## config.mk

```make
export PLATFORM = sky130hd
export DESIGN_NAME = gift_pt_packer
export DESIGN_NICKNAME = d
export VERILOG_FILES = /design/src/rtl/gift_pt_packer.sv
export SDC_FILE = /design/constraint.sdc
export NUM_CORES = 1
export LEC_CHECK = 0
export CAP_MARGIN = 15
export CORE_AREA = 2 2 136 138
export DETAILED_ROUTE_END_ITERATION = 6
export DIE_AREA = 0 0 138 140
export GPL_TIMING_DRIVEN = 0
export PLACE_DENSITY = 0.8
export SLEW_MARGIN = 0
export SYNTH_ARGS = -nofsm -noshare
export SYNTH_HDL_FRONTEND = slang
export SYNTH_SLANG_ARGS = --single-unit
export TNS_END_PERCENT = 1
```

## constraint.sdc

```tcl
create_clock -name clk -period 3.15 [get_ports clk]
set_input_delay 0.63 -clock clk [delete_from_list [all_inputs] [get_ports clk]]
set_output_delay 0.63 -clock clk [all_outputs]
set_load 0.005 [all_outputs]
```

## src/rtl/gift_pt_packer.sv

```systemverilog
// gift_pt_packer: packs an MSB-first byte stream into 64-bit GIFT plaintext blocks behind a 2-entry buffer; `define GIFT_PAD_EN adds ISO/IEC 7816-4 padding
module gift_pt_packer #(
    parameter int CNT_W = 16
) (
    input  logic             clk,
    input  logic             rst_n,
    input  logic             in_valid,
    output logic             in_ready,
    input  logic [7:0]       in_data,
    input  logic             in_last,
    output logic             blk_valid,
    input  logic             blk_ready,
    output logic [63:0]      blk_data,
    output logic             blk_last,
    output logic [CNT_W-1:0] blk_count
);
    logic [2:0]  idx;
    logic [55:0] asm_q;
    logic [63:0] head, tail, nb, push_data;
    logic        head_last, tail_last, push_last;
    logic [1:0]  occ;
    logic        acc, pop, push, full, fin;

    assign full      = occ == 2'd2;
    assign acc       = in_valid && in_ready;
    assign pop       = blk_valid && blk_ready;
    assign blk_valid = occ != 2'd0;
    assign blk_data  = head;
    assign blk_last  = head_last;

`ifdef GIFT_PAD_EN
    logic pad_pend;
    // a last byte completes the block early, so it stalls on a full buffer just like idx 7
    assign in_ready  = !pad_pend && !(full && (idx == 3'd7 || in_last));
    assign fin       = acc && (idx == 3'd7 || in_last);
    assign push      = fin || (pad_pend && !full);
    assign push_data = pad_pend ? 64'h8000_0000_0000_0000 : nb;
    assign push_last = pad_pend || (in_last && idx != 3'd7);

    // a message ending exactly on a block boundary needs a whole extra pad block
    always_ff @(posedge clk or negedge rst_n) begin
        if (!rst_n)
            pad_pend <= 1'b0;
        else if (fin && in_last && idx == 3'd7)
            pad_pend <= 1'b1;
        else if (pad_pend && !full)
            pad_pend <= 1'b0;
    end
`else
    // ready only drops when the completing byte has nowhere to go
    assign in_ready  = !(full && idx == 3'd7);
    assign fin       = acc && idx == 3'd7;
    assign push      = fin;
    assign push_data = nb;
    assign push_last = 1'b0;
`endif

    // completed block: stored bytes, the current byte, then 0x80 and zero fill after it
    always_comb begin
        nb = '0;
        for (int j = 0; j < 8; j++)
            nb[63-8*j -: 8] = j < int'(idx) ? asm_q[55-8*j -: 8] :
                              j == int'(idx) ? in_data :
                              j == int'(idx) + 1 ? 8'h80 : 8'h00;
    end

    // byte index and assembly register; byte 7 goes straight into the pushed block
    always_ff @(posedge clk or negedge rst_n) begin
        if (!rst_n) begin
            idx   <= 3'd0;
            asm_q <= '0;
        end else if (acc) begin
            idx <= fin ? 3'd0 : idx + 3'd1;
            if (idx != 3'd7)
                asm_q[55-8*idx -: 8] <= in_data;
        end
    end

    // two-entry shift buffer with the head held in its own register
    always_ff @(posedge clk or negedge rst_n) begin
        if (!rst_n) begin
            head      <= '0;
            tail      <= '0;
            head_last <= 1'b0;
            tail_last <= 1'b0;
            occ       <= 2'd0;
            blk_count <= '0;
        end else begin
            if (push && pop) begin
                if (full) begin
                    head      <= tail;
                    head_last <= tail_last;
                    tail      <= push_data;
                    tail_last <= push_last;
                end else begin
                    head      <= push_data;
                    head_last <= push_last;
                end
            end else if (push) begin
                if (occ == 2'd0) begin
                    head      <= push_data;
                    head_last <= push_last;
                end else begin
                    tail      <= push_data;
                    tail_last <= push_last;
                end
                occ <= occ + 2'd1;
            end else if (pop) begin
                head      <= tail;
                head_last <= tail_last;
                occ       <= occ - 2'd1;
            end
            if (pop)
                blk_count <= blk_count + 1'b1;
        end
    end
endmodule
```

==> results.py <==
metrics = {
    "final_layout": {
        "postLayoutCoreUtil": 0.687,
        "drive_gt1_frac": 0.120,
        "fill_cells": 1401,
        "multi_input_area_mm2": 0.00463,
        "nets": 1188,
        "seqCellArea_mm2": 0.00513,
        "area_delta_synth_final_pct": 19.3,
    },
    "logic_synthesis": {
        "ys_async_sr_fraction": 1.00,
        "seq_area_frac_synth": 0.501,
        "synth_top_cell_by_area": "dfrtp_1",
        "synthFlopType": "dfrtp_1",
        "synth_edf_count": 0,
        "ys_types": 70,
        "synth.area.top_cells": "dfrtp_1 50%, nand2_1 6.6%, mux2_4 3.5%",
        "synthesis.nets": 1070,
        "syn_area_per_cell_um2": 9.78,
        "syn_area_mm2": 0.0102,
        "synth_cells": 1047,
        "synth_top_area_share": 0.501,
        "yosysWarningCount": 0,
        "ys_ff_latch": 205,
    },
    "route": {
        "drcViolationCount": 0,
        "wl_per_cell_um": 21.1,
        "antenna_left": 0,
        "firstDrtPassIters": 6,
        "vias": 8706,
        "vias_per_cell": 6.17,
        "routed_wl_mm": 29.8,
        "drt-initial-drc-count": 809,
    },
    "global_route": {
        "grt_pass1_vias": 8551,
        "grt_start_max_net_pins": 78,
        "antenna_found_initial": 0,
        "grt_pass1_wl_mm": 47.3,
        "gr-total-overflow": 0,
        "grt_usage": 0.309,
    },
    "cts": {
        "clockBufferDepth": 3,
        "cts-buffers-inserted": 22,
        "cts_tree": "yes",
        "clkTransAtPathRegs_ns": 0.06,
        "clock-root-buffer": "clkbuf_16",
        "cts_setup_buffers": 0,
        "cts_sinks": 205,
        "insertion_delay_ns": 0.53,
        "cts_hold_buf": 0,
        "h-tree-depth": 1,
    },
    "critical_path": {
        "cp-end-kind": "output port",
        "slowest_delay_ns": 0.55,
        "r2r_slack_ns": 0.32,
        "startpoint_type": "register",
        "ff2ff_path_depth": 10,
        "r2r_start": "idx[1]$_DFFE_PN0N_",
        "worst_ep_arrival_time_ns": 2.43,
        "path_class": "register to output port",
        "crit_family": "buffers and inverters",
        "path_cells": "ha_1 -> buf_2 -> and2_2 -> nand2_1 -> clkdlybuf4s50_1",
        "worstPathMaxFanout": 10,
        "crit_required_ns": 2.52,
        "rr_endpoint": "tail[31]$_DFFE_PN0P_",
        "critical-path-slowest-cell": "dfrtp_1",
        "crit_buf_inv": 2,
    },
    "timing": {
        "timing.fmax_mhz": 326,
        "relSlewSlack": 0.369,
        "drv_slew": 0,
        "tightest_slew_ns": 0.947,
        "whs_ns": 0.0404,
        "final_hold_viol_count": 0,
        "finalCriticalPeriod_ns": 3.06,
        "setup_violations": 0,
        "worst_clock_skew_ns": 0.0300,
        "worst_slack_ns": 0.0851,
        "min_period_over_period": 0.973,
        "grt_setup_unrepaired": "no",
    },
    "floorplan": {
        "ios": 96,
        "rows": 49,
        "dieArea_mm2": 0.0193,
        "core_area_mm2": 0.0178,
        "die_h_um": 140,
        "start_util": 0.576,
        "die_x_um": 138,
    },
    "status": {
        "status": "finished, final reports clean",
    },
    "power_and_ir_drop": {
        "ir_worst_vdd_v": 0.000538,
        "p_per_area_mw_per_mm2": 920,
        "p_leak_nw": 5.48,
        "fin_total_pwr_w": 0.0112,
    },
    "placement": {
        "dpl.hpwl_mm": 21.0,
        "port_buffers": 93,
        "gp_congestion": 0.996,
        "dpl_worst_slack_ns": -0.181,
    },
    "job": {
        "maxCapViolCount": 0,
    },
    "worst_hold_path": {
        "hold_path.class": "input pin to async pin",
    },
}
==> per-stage QoR <==
step / setup TNS [ns] / instance area, um^2 / cells
2_1_floorplan: 0 / 10200 / 1047
3_3_place_gp: -1446.54 / 11500 / 1369
3_5_place_dp: -4.72 / 11500 / 1371
4_1_cts: 0 / 12200 / 1409
5_1_grt: 0 / 12200 / 1409
6_report: 0 / 12200 / 1410
==> logic make-up after synthesis <==
group,synth area share
AO/OA/AOI/OAI,0.173
XOR/XNOR,0.0137
adder cells (fa/ha/maj),0.0122
buffers and inverters,0.0464
flip-flops,0.501
multiplexers,0.0637
other,0.000366
AND/OR/NAND/NOR,0.189
==> cell usage after synthesis (3+ instances only) <==
cell type and count:
dfrtp_1 205, nand2_1 180, nor2_1 73, o21ai_0 61, o21ai_1 49, a21oi_1 40
buf_2 35, clkbuf_1 35, a31oi_1 33, and3_1 31, mux2_1 24, mux2_4 24
o31ai_1 23, and2_1 22, a311oi_1 21, nor2b_1 14, buf_4 13, nand3_1 13
nand4_1 11, a211oi_1 10, ha_1 10, inv_1 10, xnor2_1 10, a21boi_1 7
a221oi_1 7, a22oi_1 7, nand4bb_1 6, nor2_8 6, xor2_1 6, and2_0 4
nor3b_1 4, a21o_1 3, nor3_2 3
==> report_power, final <==
part	switching, W	leakage [nW]	internal (W)	total, W
combinational	0.00250	2.40	0.00199	0.00449
sequential	0.000645	2.74	0.00358	0.00422
clock	0.00108	0.349	0.00144	0.00252
total	0.00422	5.48	0.00701	0.0112
==> sequential cells by signal, summed over array words and instances, names as in the netlist <==
register	count
occ	2
blk_data	64
idx	3
asm_q	56
tail	64
blk_count	16
==> worst reg2reg max path, delay by kind of cell, from the launching register on <==
family,cells,cell delay (ns)
flops,1,0.55
compound gates,1,0.08
simple gates,4,0.78
buf+inv,3,0.76
fa+ha+maj,2,0.57
==> worst max-delay path by stage <==
stage	slack, ns	to	startpoint	cells after the start
after floorplan	0.82	asm_q[16]$_DFFE_PN0P_	idx[0]$_DFFE_PN0N_	8
after global placement	-7.07	blk_data[28]$_DFFE_PN0P_	rst_n	1
after detailed placement	-0.18	tail[31]$_DFFE_PN0P_	blk_ready	10
after CTS	0.04	in_ready	idx[1]$_DFFE_PN0N_	5
after global routing	0.003	in_ready	idx[1]$_DFFE_PN0N_	5
final	0.09	in_ready	idx[1]$_DFFE_PN0N_	5
==> metal layers <==
metal  up-vias  part of all wire  GRT usage
met5         -                 0          0
met4         0             0.039      0.122
met3       101             0.085     0.0619
met2       420              0.46      0.486
met1      4260              0.41      0.426
li1       3925                 -          -
==> layout by cell type, fill, tap and decap left out, types with 11 or more instances in the layout <==
| cell type | count |
|---|---|
| o21ai_1 | 49 |
| o31ai_1 | 23 |
| buf_4 | 13 |
| nand3_1 | 13 |
| dfrtp_1 | 204 |
| mux2_1 | 24 |
| clkdlybuf4s50_1 | 92 |
| and2_1 | 21 |
| o21ai_0 | 61 |
| a31oi_1 | 33 |
| a21oi_1 | 40 |
| clkbuf_1 | 37 |
| a311oi_1 | 21 |
| buf_2 | 35 |
| nand4_1 | 11 |
| mux2_4 | 24 |
| nand2_1 | 180 |
| and3_1 | 31 |
| nor2b_1 | 14 |
| nor2_1 | 73 |
| clkbuf_16 | 22 |
==> area by class of cell <==
class | instances | area share
well taps | 229 | 0.0235
diodes | 1 | 0.000205
multi-input cells | 744 | 0.379
clock buffers | 28 | 0.0494
repair buffers | 95 | 0.0811
inverters | 11 | 0.00338
flip-flops and latches | 205 | 0.420
plain buffers | 86 | 0.0352
clock inverters | 11 | 0.00768
==> timing repair <==
item,in CTS,in global routing
endpoints found under the setup margin,1,1
pin swaps,0,0
gates resized for setup,1,1
Power figures use the tool's default switching activity.
